**src/rtl/flopr_pipe.sv**
```systemverilog
// flopr_pipe: elastic register pipeline with valid/ready handshake.
// Valid stages advance into empty or draining successors, so bubbles collapse.
module flopr_pipe #(
    parameter int WIDTH = 8,
    parameter int DEPTH = 4
) (
    input  logic                         clk,
    input  logic                         rst,
    input  logic                         clr,
    input  logic                         in_valid,
    output logic                         in_ready,
    input  logic [WIDTH-1:0]             in_data,
    output logic                         out_valid,
    input  logic                         out_ready,
    output logic [WIDTH-1:0]             out_data,
    output logic [$clog2(DEPTH+1)-1:0]   count
);
    localparam int CW = $clog2(DEPTH+1);
    logic [DEPTH-1:0] v, move;
    logic [WIDTH-1:0] d [DEPTH];
    logic push, pop;
    assign out_valid = v[DEPTH-1];
    assign out_data  = d[DEPTH-1];
    assign pop       = out_valid & out_ready;
    assign in_ready  = ~clr & (~v[0] | move[0]);
    assign push      = in_valid & in_ready;
    // Advance permission ripples backwards from the output stage.
    always_comb begin
        move[DEPTH-1] = pop;
        for (int i = DEPTH-2; i >= 0; i--)
            move[i] = v[i] & (~v[i+1] | move[i+1]);
    end
    always_ff @(posedge clk or posedge rst) begin
        if (rst) begin
            v     <= '0;
            count <= '0;
            for (int i = 0; i < DEPTH; i++)
                d[i] <= '0;
        end else if (clr) begin
            v     <= '0;
            count <= '0;
        end else begin
            v[0] <= push | (v[0] & ~move[0]);
            if (push)
                d[0] <= in_data;
            for (int i = 1; i < DEPTH; i++) begin
                v[i] <= move[i-1] | (v[i] & ~move[i]);
                if (move[i-1])
                    d[i] <= d[i-1];
            end
            count <= count + CW'(push) - CW'(pop);
        end
    end
endmodule

```
**config.mk**
```make
export PLATFORM = sky130hd
export DESIGN_NAME = flopr_pipe
export DESIGN_NICKNAME = d
export VERILOG_FILES = /design/src/rtl/flopr_pipe.sv
export SDC_FILE = /design/constraint.sdc
export NUM_CORES = 1
export LEC_CHECK = 0
export CORE_MARGIN = 10
export CORE_UTILIZATION = 56
export CTS_CLUSTER_SIZE = 8
export DETAILED_ROUTE_END_ITERATION = 10
export HOLD_SLACK_MARGIN = 0.06
export PLACE_DENSITY = 0.83
export SKIP_LAST_GASP = 1
export SYNTH_ARGS = -nofsm -noshare
export SYNTH_HDL_FRONTEND = slang
export SYNTH_SLANG_ARGS = --single-unit
```
**constraint.sdc**
```tcl
create_clock -name clk -period 6.2 [get_ports clk]
set_input_delay 1.24 -clock clk [delete_from_list [all_inputs] [get_ports clk]]
set_output_delay 1.24 -clock clk [all_outputs]
set_load 0.03 [all_outputs]
```
==> results of run 1 <==
## worst paths after layout
| path | end | slack [ns] | from |
|---|---|---|---|
| max reg2reg | count[2] | 3.75 | v[2] |
| min in group asynchronous | d[28] | 1.31 | rst |
| max | in_ready | 2.10 | out_ready |
| min reg2reg | out_data[5] | 0.51 | out_data[5] |
| min | out_data[5] | 0.51 | out_data[5] |
| max in group asynchronous | count[2] | 4.55 | rst |
## power by group
part           switching (mW)  internal [mW]  total [mW]
clock network          0.0774         0.0438       0.121
logic                  0.0816          0.104       0.185
registers              0.0355          0.320       0.356
## flip-flops by register name, summed over array words and instances (netlist names)
register  flops
v             4
out_data      8
d            24
count         3
## kinds of logic after synthesis
kind of cell / share of synthesized area, %
buffers and inverters: 6.63
adders and majority gates: 2.71
AOI/OAI and AO/OA: 2.03
DFF: 58.8
and+or+nand+nor: 5.28
xor gates and xnor gates: 1.06
muxes: 23.5
## routing by layer
metal  up-vias  global-route usage (%)
li1        419                       -
met1       437                    12.5
met2        27                    15.4
met3         2                    5.72
met4         0                    3.15
met5         -                       0
## layout make-up
type	instances	share of cell area [%]
clock buffers	6	2.15
clock inverters	2	0.652
inverters	5	0.978
multi-input cells	57	29.9
flip-flops and latches	39	50.8
well taps	31	2.02
repair buffers	26	13.4
## metrics by stage
step | instance area [um^2] | setup slack (ns) | total power, mW
6_report | 1920 | 2.10 | 0.662
5_1_grt | 1920 | 2.02 | 0.703
3_5_place_dp | 1870 | 2.14 | 0.550
2_1_floorplan | 1660 | 2.92 | 0.503
4_1_cts | 1920 | 2.11 | 0.673
3_3_place_gp | 1870 | 2.13 | 0.539
## cell usage in the layout, fill, tap and decap left out
| cell type | n |
|---|---|
| a211o_2 | 1 |
| inv_1 | 5 |
| nor3b_2 | 1 |
| a21oi_2 | 1 |
| clkinv_2 | 1 |
| dfrtp_1 | 39 |
| fa_1 | 1 |
| xor2_1 | 1 |
| clkdlybuf4s50_1 | 25 |
| mux2_2 | 24 |
| a21oi_1 | 3 |
| nand2b_1 | 1 |
| buf_4 | 1 |
| nor2b_1 | 1 |
| and4b_1 | 1 |
| ha_1 | 2 |
| clkbuf_1 | 1 |
| xnor2_1 | 1 |
| mux2_4 | 8 |
| nor2_1 | 8 |
| clkinvlp_4 | 1 |
| and2b_1 | 1 |
| clkbuf_4 | 5 |
| and2_1 | 1 |
| or3b_1 | 1 |
==> metrics.md, run 1 <==
| Metric | Value |
|---|---|
| Max Slew Vio Count | `0` |
| Grt total ovfl | `0` |
| Vias per cell | `approximately 5.3` |
| Max layer used | `met4` |
| CP Capture Type | `output port` |
| Ports | `26` |
| Worst Tran Pin Value | `~0.61 ns` |
| CTS clock-pin slew for the worst setup and hold paths | `roughly 0.10 ns` |
| Routed length per instance | `15.3 um` |
| FF+latch count, synth | `39` |
| Synthesized Nets | `129` |
| Post-layout minimum cycle time | `about 4 ns` |
| WL final | `~2.5 mm` |
| R2R depth | `10` |
| RSZ-0062 raised after global routing | `no` |
| Leak | `just under 0.9 nW` |
| Initial Utilization | `approximately three fifths` |
| Hold_buf cts | `0` |
| Metal3 WL | `188 um` |
| Hold Vio Cnt, Final | `0` |
| First DRT Iteration DRCs | `32` |
| Antenna diodes | `0` |
| Crit path buffers/inverters | `2` |
| Seq/Total Area, Yosys | `between 50 and 60%` |
| Post-CTS Setup Bufs | `0` |
| Max VDD drop | `~0.0002 V` |
| Die area | `between 5000 and 6000 um^2` |
| Critical Setup Path Class | `input port to output port` |
| Synth area leader | `dfrtp_1` |
| Placed insts | `around 160` |
| PortBufs | `25` |
| Vias in the first global route | `about 940` |
| Synth cell types | `23` |
| Main synth FF type | `dfrtp_1` |
| Metal1 wirelength | `~1.1 mm` |
| Final nets | `150` |
| Final Skew | `around 0.0087 ns` |
| Min-delay worst type | `register to register` |
| Metal2 WL | `1.21 mm` |
| Slowest-stage cell, CP | `clkdlybuf4s50_1` |
| CTS Root Cell | `clkbuf_4` |
| Crit path top cell by count | `clkdlybuf4s50_1` |
| Post-synth EDFFs | `0` |
| Clk Latency, worst-skew pair | `about 0.33 ns` |
| Proportion of layout cells with a drive suffix above 1 | `about a third` |
| Area of the multi-input gates | `between 500 and 600 um^2` |
| Hold depth | `1` |
| Element type at the critical path start | `input port` |
| List of most frequent post-synthesis cells | `39 x dfrtp_1, 24 x mux2_2, 8 x buf_4, 8 x mux2_4, 8 x nor2_1` |
| Register area | `approximately 980 um^2` |
| Fin crit share | `66.1%` |
| Fillers | `about 230` |
| Num CTS Buffers | `5` |
| YS warnings | `0` |
| CTS tree | `done` |
| Arr. time, crit path | `about 2.9 ns` |
| Chip width | `74.5 um` |
| Most frequent cell after synthesis | `dfrtp_1` |
| Die H | `~74 um` |
| CP peak stage delay | `0.70 ns` |
| Syn-to-layout area delta | `15.6%` |
| DRT antenna net count | `0` |
| Pwr dens | `about 340 nW/um^2` |
| Hold slack final | `roughly 0.51 ns` |
| Via Count | `885` |
| Sum Neg Setup Slack | `0 ns` |
| Gpl congestion | `roughly 0.71` |
| Critical Path RT | `4.96 ns` |
| Row count | `19` |
| Ranking of synthesized cells by area | `dfrtp_1 59%, mux2_2 16%, mux2_4 7.2%` |
| CTS H-Tree Depth | `2` |
| Deepest clock path buffer count | `2` |
| Non-filler cells in the finished layout | `166` |
| Detailed placement HPWL | `1.92 mm` |
| Max Fanout on Critical Path | `5` |
| First-pass GRT wire length | `roughly 4.4 mm` |
| Async set or reset register ratio after synthesis | `100%` |
| Top cell type's share of synthesized area | `between 50% and 60%` |
| GRT Util Overall | `10.3%` |
| Pin count of the biggest net entering global routing | `40` |
| Number of remaining DRC errors | `0` |
| Number of stages on the worst setup path | `4` |
| CP delay by family, top | `buffers and inverters` |
| Cell breakdown of the critical path | `clkdlybuf4s50_1 -> and4b_1 -> a21oi_1 -> clkdlybuf4s50_1` |
| Final setup viols | `0` |
| Core box area | `about 2800 um^2` |
| Sink Count | `39` |
| Avg Inst Size Synth | `around 15 um^2` |
| Antenna violations before repair | `0` |
| Syn Inst Count | `about 110` |
| CTS resizes | `0` |
| Drt pass-1 iters | `4` |
| Fmax | `roughly 240 MHz` |
| Max-cap viol count | `0` |
| Outcome | `completed` |
| Rel. slew slack | `59.5%` |
| Core Util, Final | `68.4%` |
| Synth Cell Area | `1660 um^2` |
Note: power is estimated with default switching activity, not from simulation.
==> run 2: changes to the inputs <==
CORE_UTILIZATION = 52   (was 56)
PLACE_DENSITY = 0.78   (was 0.83)
clock period = 3.8 ns   (was 6.2 ns; I/O delays follow)
==> metrics.md, run 2 (synthesis gave the netlist of run 1 again) <==
| Metric | Value |
|---|---|
| Area of the multi-input gates | `around 570 um^2` |
| WL final | `between 2 and 3 mm` |
| Clk Latency, worst-skew pair | `0.35 ns` |
| Commonest non-fill, non-tap cell in the layout | `dfrtp_1` |
| Drt pass-1 iters | `4` |
| Outcome | `completed` |
| Routed length per instance | `~14 um` |
| Critical Setup Path Class | `input port to output port` |
| Largest Register | `d` |
| Hold depth | `1` |
| Antenna diodes | `0` |
| Min-delay worst type | `register to register` |
| Num CTS Buffers | `5` |
| First-pass GRT wire length | `~4.2 mm` |
| Proportion of layout cells with a drive suffix above 1 | `33.1%` |
| CTS Root Cell | `clkbuf_4` |
| Fin crit share | `just over 80%` |
| Register area | `between 900 and 1000 um^2` |
| Arr. time, crit path | `between 2 and 2.5 ns` |
| CP Capture Type | `output port` |
| Final setup viols | `0` |
| Leak | `0.914 nW` |
| Via Count | `roughly 870` |
| CTS tree | `done` |
| Hold Vio Cnt, Final | `0` |
| Initial Utilization | `approximately 54%` |
| Max Slew Vio Count | `0` |
| Gpl congestion | `0.703` |
| Number of remaining DRC errors | `0` |
| CTS H-Tree Depth | `2` |
| Sink Count | `39` |
| Element type at the critical path start | `input port` |
| Worst-case hold path end point | `d[23]` |
| RSZ-0062 raised after global routing | `no` |
| Hold_buf cts | `0` |
| CTS resizes | `0` |
| Worst Min Path Start | `d[31]` |
| Vias in the first global route | `roughly 900` |
| Crit path top cell by count | `clkdlybuf4s50_1` |
| Max Fanout on Critical Path | `5` |
| CP peak stage delay | `around 0.7 ns` |
| Pin count of the biggest net entering global routing | `40` |
| Fmax | `between 300 and 400 MHz` |
| Final Skew | `0.00717 ns` |
| Critical Path RT | `3.04 ns` |
| Slowest-stage cell, CP | `clkdlybuf4s50_1` |
| Antenna violations before repair | `0` |
| Reg2reg start | `v[2]` |
| Deepest clock path buffer count | `2` |
| R2R depth | `11` |
| PortBufs | `25` |
| Grt total ovfl | `0` |
| Flop-to-flop setup slack | `between 1.5 and 2 ns` |
| Cell breakdown of the critical path | `clkdlybuf4s50_1 -> and4b_1 -> a21oi_1 -> clkdlybuf4s50_1` |
| Post-CTS Setup Bufs | `0` |
| Die area | `around 6000 um^2` |
| Detailed placement HPWL | `between 1.5 and 2 mm` |
| Max-cap viol count | `0` |
| First DRT Iteration DRCs | `27` |
| Syn-to-layout area delta | `18.7%` |
| Ports | `26` |
| Worst Tran Pin Value | `around 0.61 ns` |
| Pwr dens | `around 590 nW/um^2` |
| Max FFs per register | `24` |
| Hold slack final | `0.507 ns` |
| Vias per cell | `around 5` |
| CTS clock-pin slew for the worst setup and hold paths | `about 0.12 ns` |
| Fillers | `approximately 250` |
| Row count | `20` |
| Rel. slew slack | `58.9%` |
| Post-layout minimum cycle time | `between 3 and 4 ns` |
| Final nets | `151` |
| Max VDD drop | `between 0.0002 and 0.0003 V` |
| Worst R2R End | `count[2]` |
| GRT Util Overall | `roughly 9%` |
| Sum Neg Setup Slack | `0 ns` |
| DRT antenna net count | `0` |
| Chip width | `roughly 77 um` |
| Die H | `76.5 um` |
| Most frequent cells in the layout | `39 x dfrtp_1, 25 x clkdlybuf4s50_1, 24 x mux2_2` |
| Core box area | `roughly 3000 um^2` |
-- run 2: cell types whose count changed in the layout (fill, tap and decap cells not counted) --
cell / change
buf_4: +1
bufinv_16: +1
clkbuf_1: -1
clkinv_4: +1
clkinvlp_4: -1
-- run 2: layer usage --
metal	vias to the layer above	routed length, um	GRT usage (%)
li1	418	-	-
met1	429	1100	9.38
met2	21	1220	14.4
met3	6	161	4.36
met4	0	43	4.46
met5	-	0	0
-- run 2: critical path, delay by kind of cell --
family          cells  cell delay (ns)
simple gates        1             0.25
compound gates      1             0.16
buf+inv             2             1.18
-- run 2: final cells by class --
type,count,area share [%]
Timing Repair Buffer,27,13.5
Sequential cell,39,49.5
Clock buffer,5,1.90
Inverter,5,0.952
Tap cell,44,2.79
Clock inverter,3,2.22
Multi-Input combinational cell,57,29.1
-- run 2: where the power goes --
group          switching, mW  total [mW]  leakage [nW]  internal, mW
logic                  0.134       0.303         0.383         0.169
registers             0.0564       0.578         0.485         0.522
clock network          0.136       0.274        0.0452         0.138
-- run 2: stage by stage --
stage | std cells | total power, mW | utilization (%) | area (um^2) | worst slack (ns)
3_3_place_gp | 172 | 0.882 | 61.9 | 1890 | 0.689
5_1_grt | 180 | 1.22 | 64.5 | 1970 | 0.654
4_1_cts | 180 | 1.17 | 64.5 | 1970 | 0.685
3_5_place_dp | 172 | 0.900 | 61.9 | 1890 | 0.584
6_report | 180 | 1.16 | 64.5 | 1970 | 0.690
2_1_floorplan | 113 | 0.821 | - | 1660 | 1.17
-- run 2: worst max-delay path by stage --
stage / startpoint / to / slack [ns]
finish: out_ready / in_ready / 0.69
global route: out_ready / in_ready / 0.65
CTS: out_ready / in_ready / 0.69
detailed placement: clr / count[2] / 0.58
global placement: out_ready / in_ready / 0.69
floorplan: out_ready / count[2] / 1.17
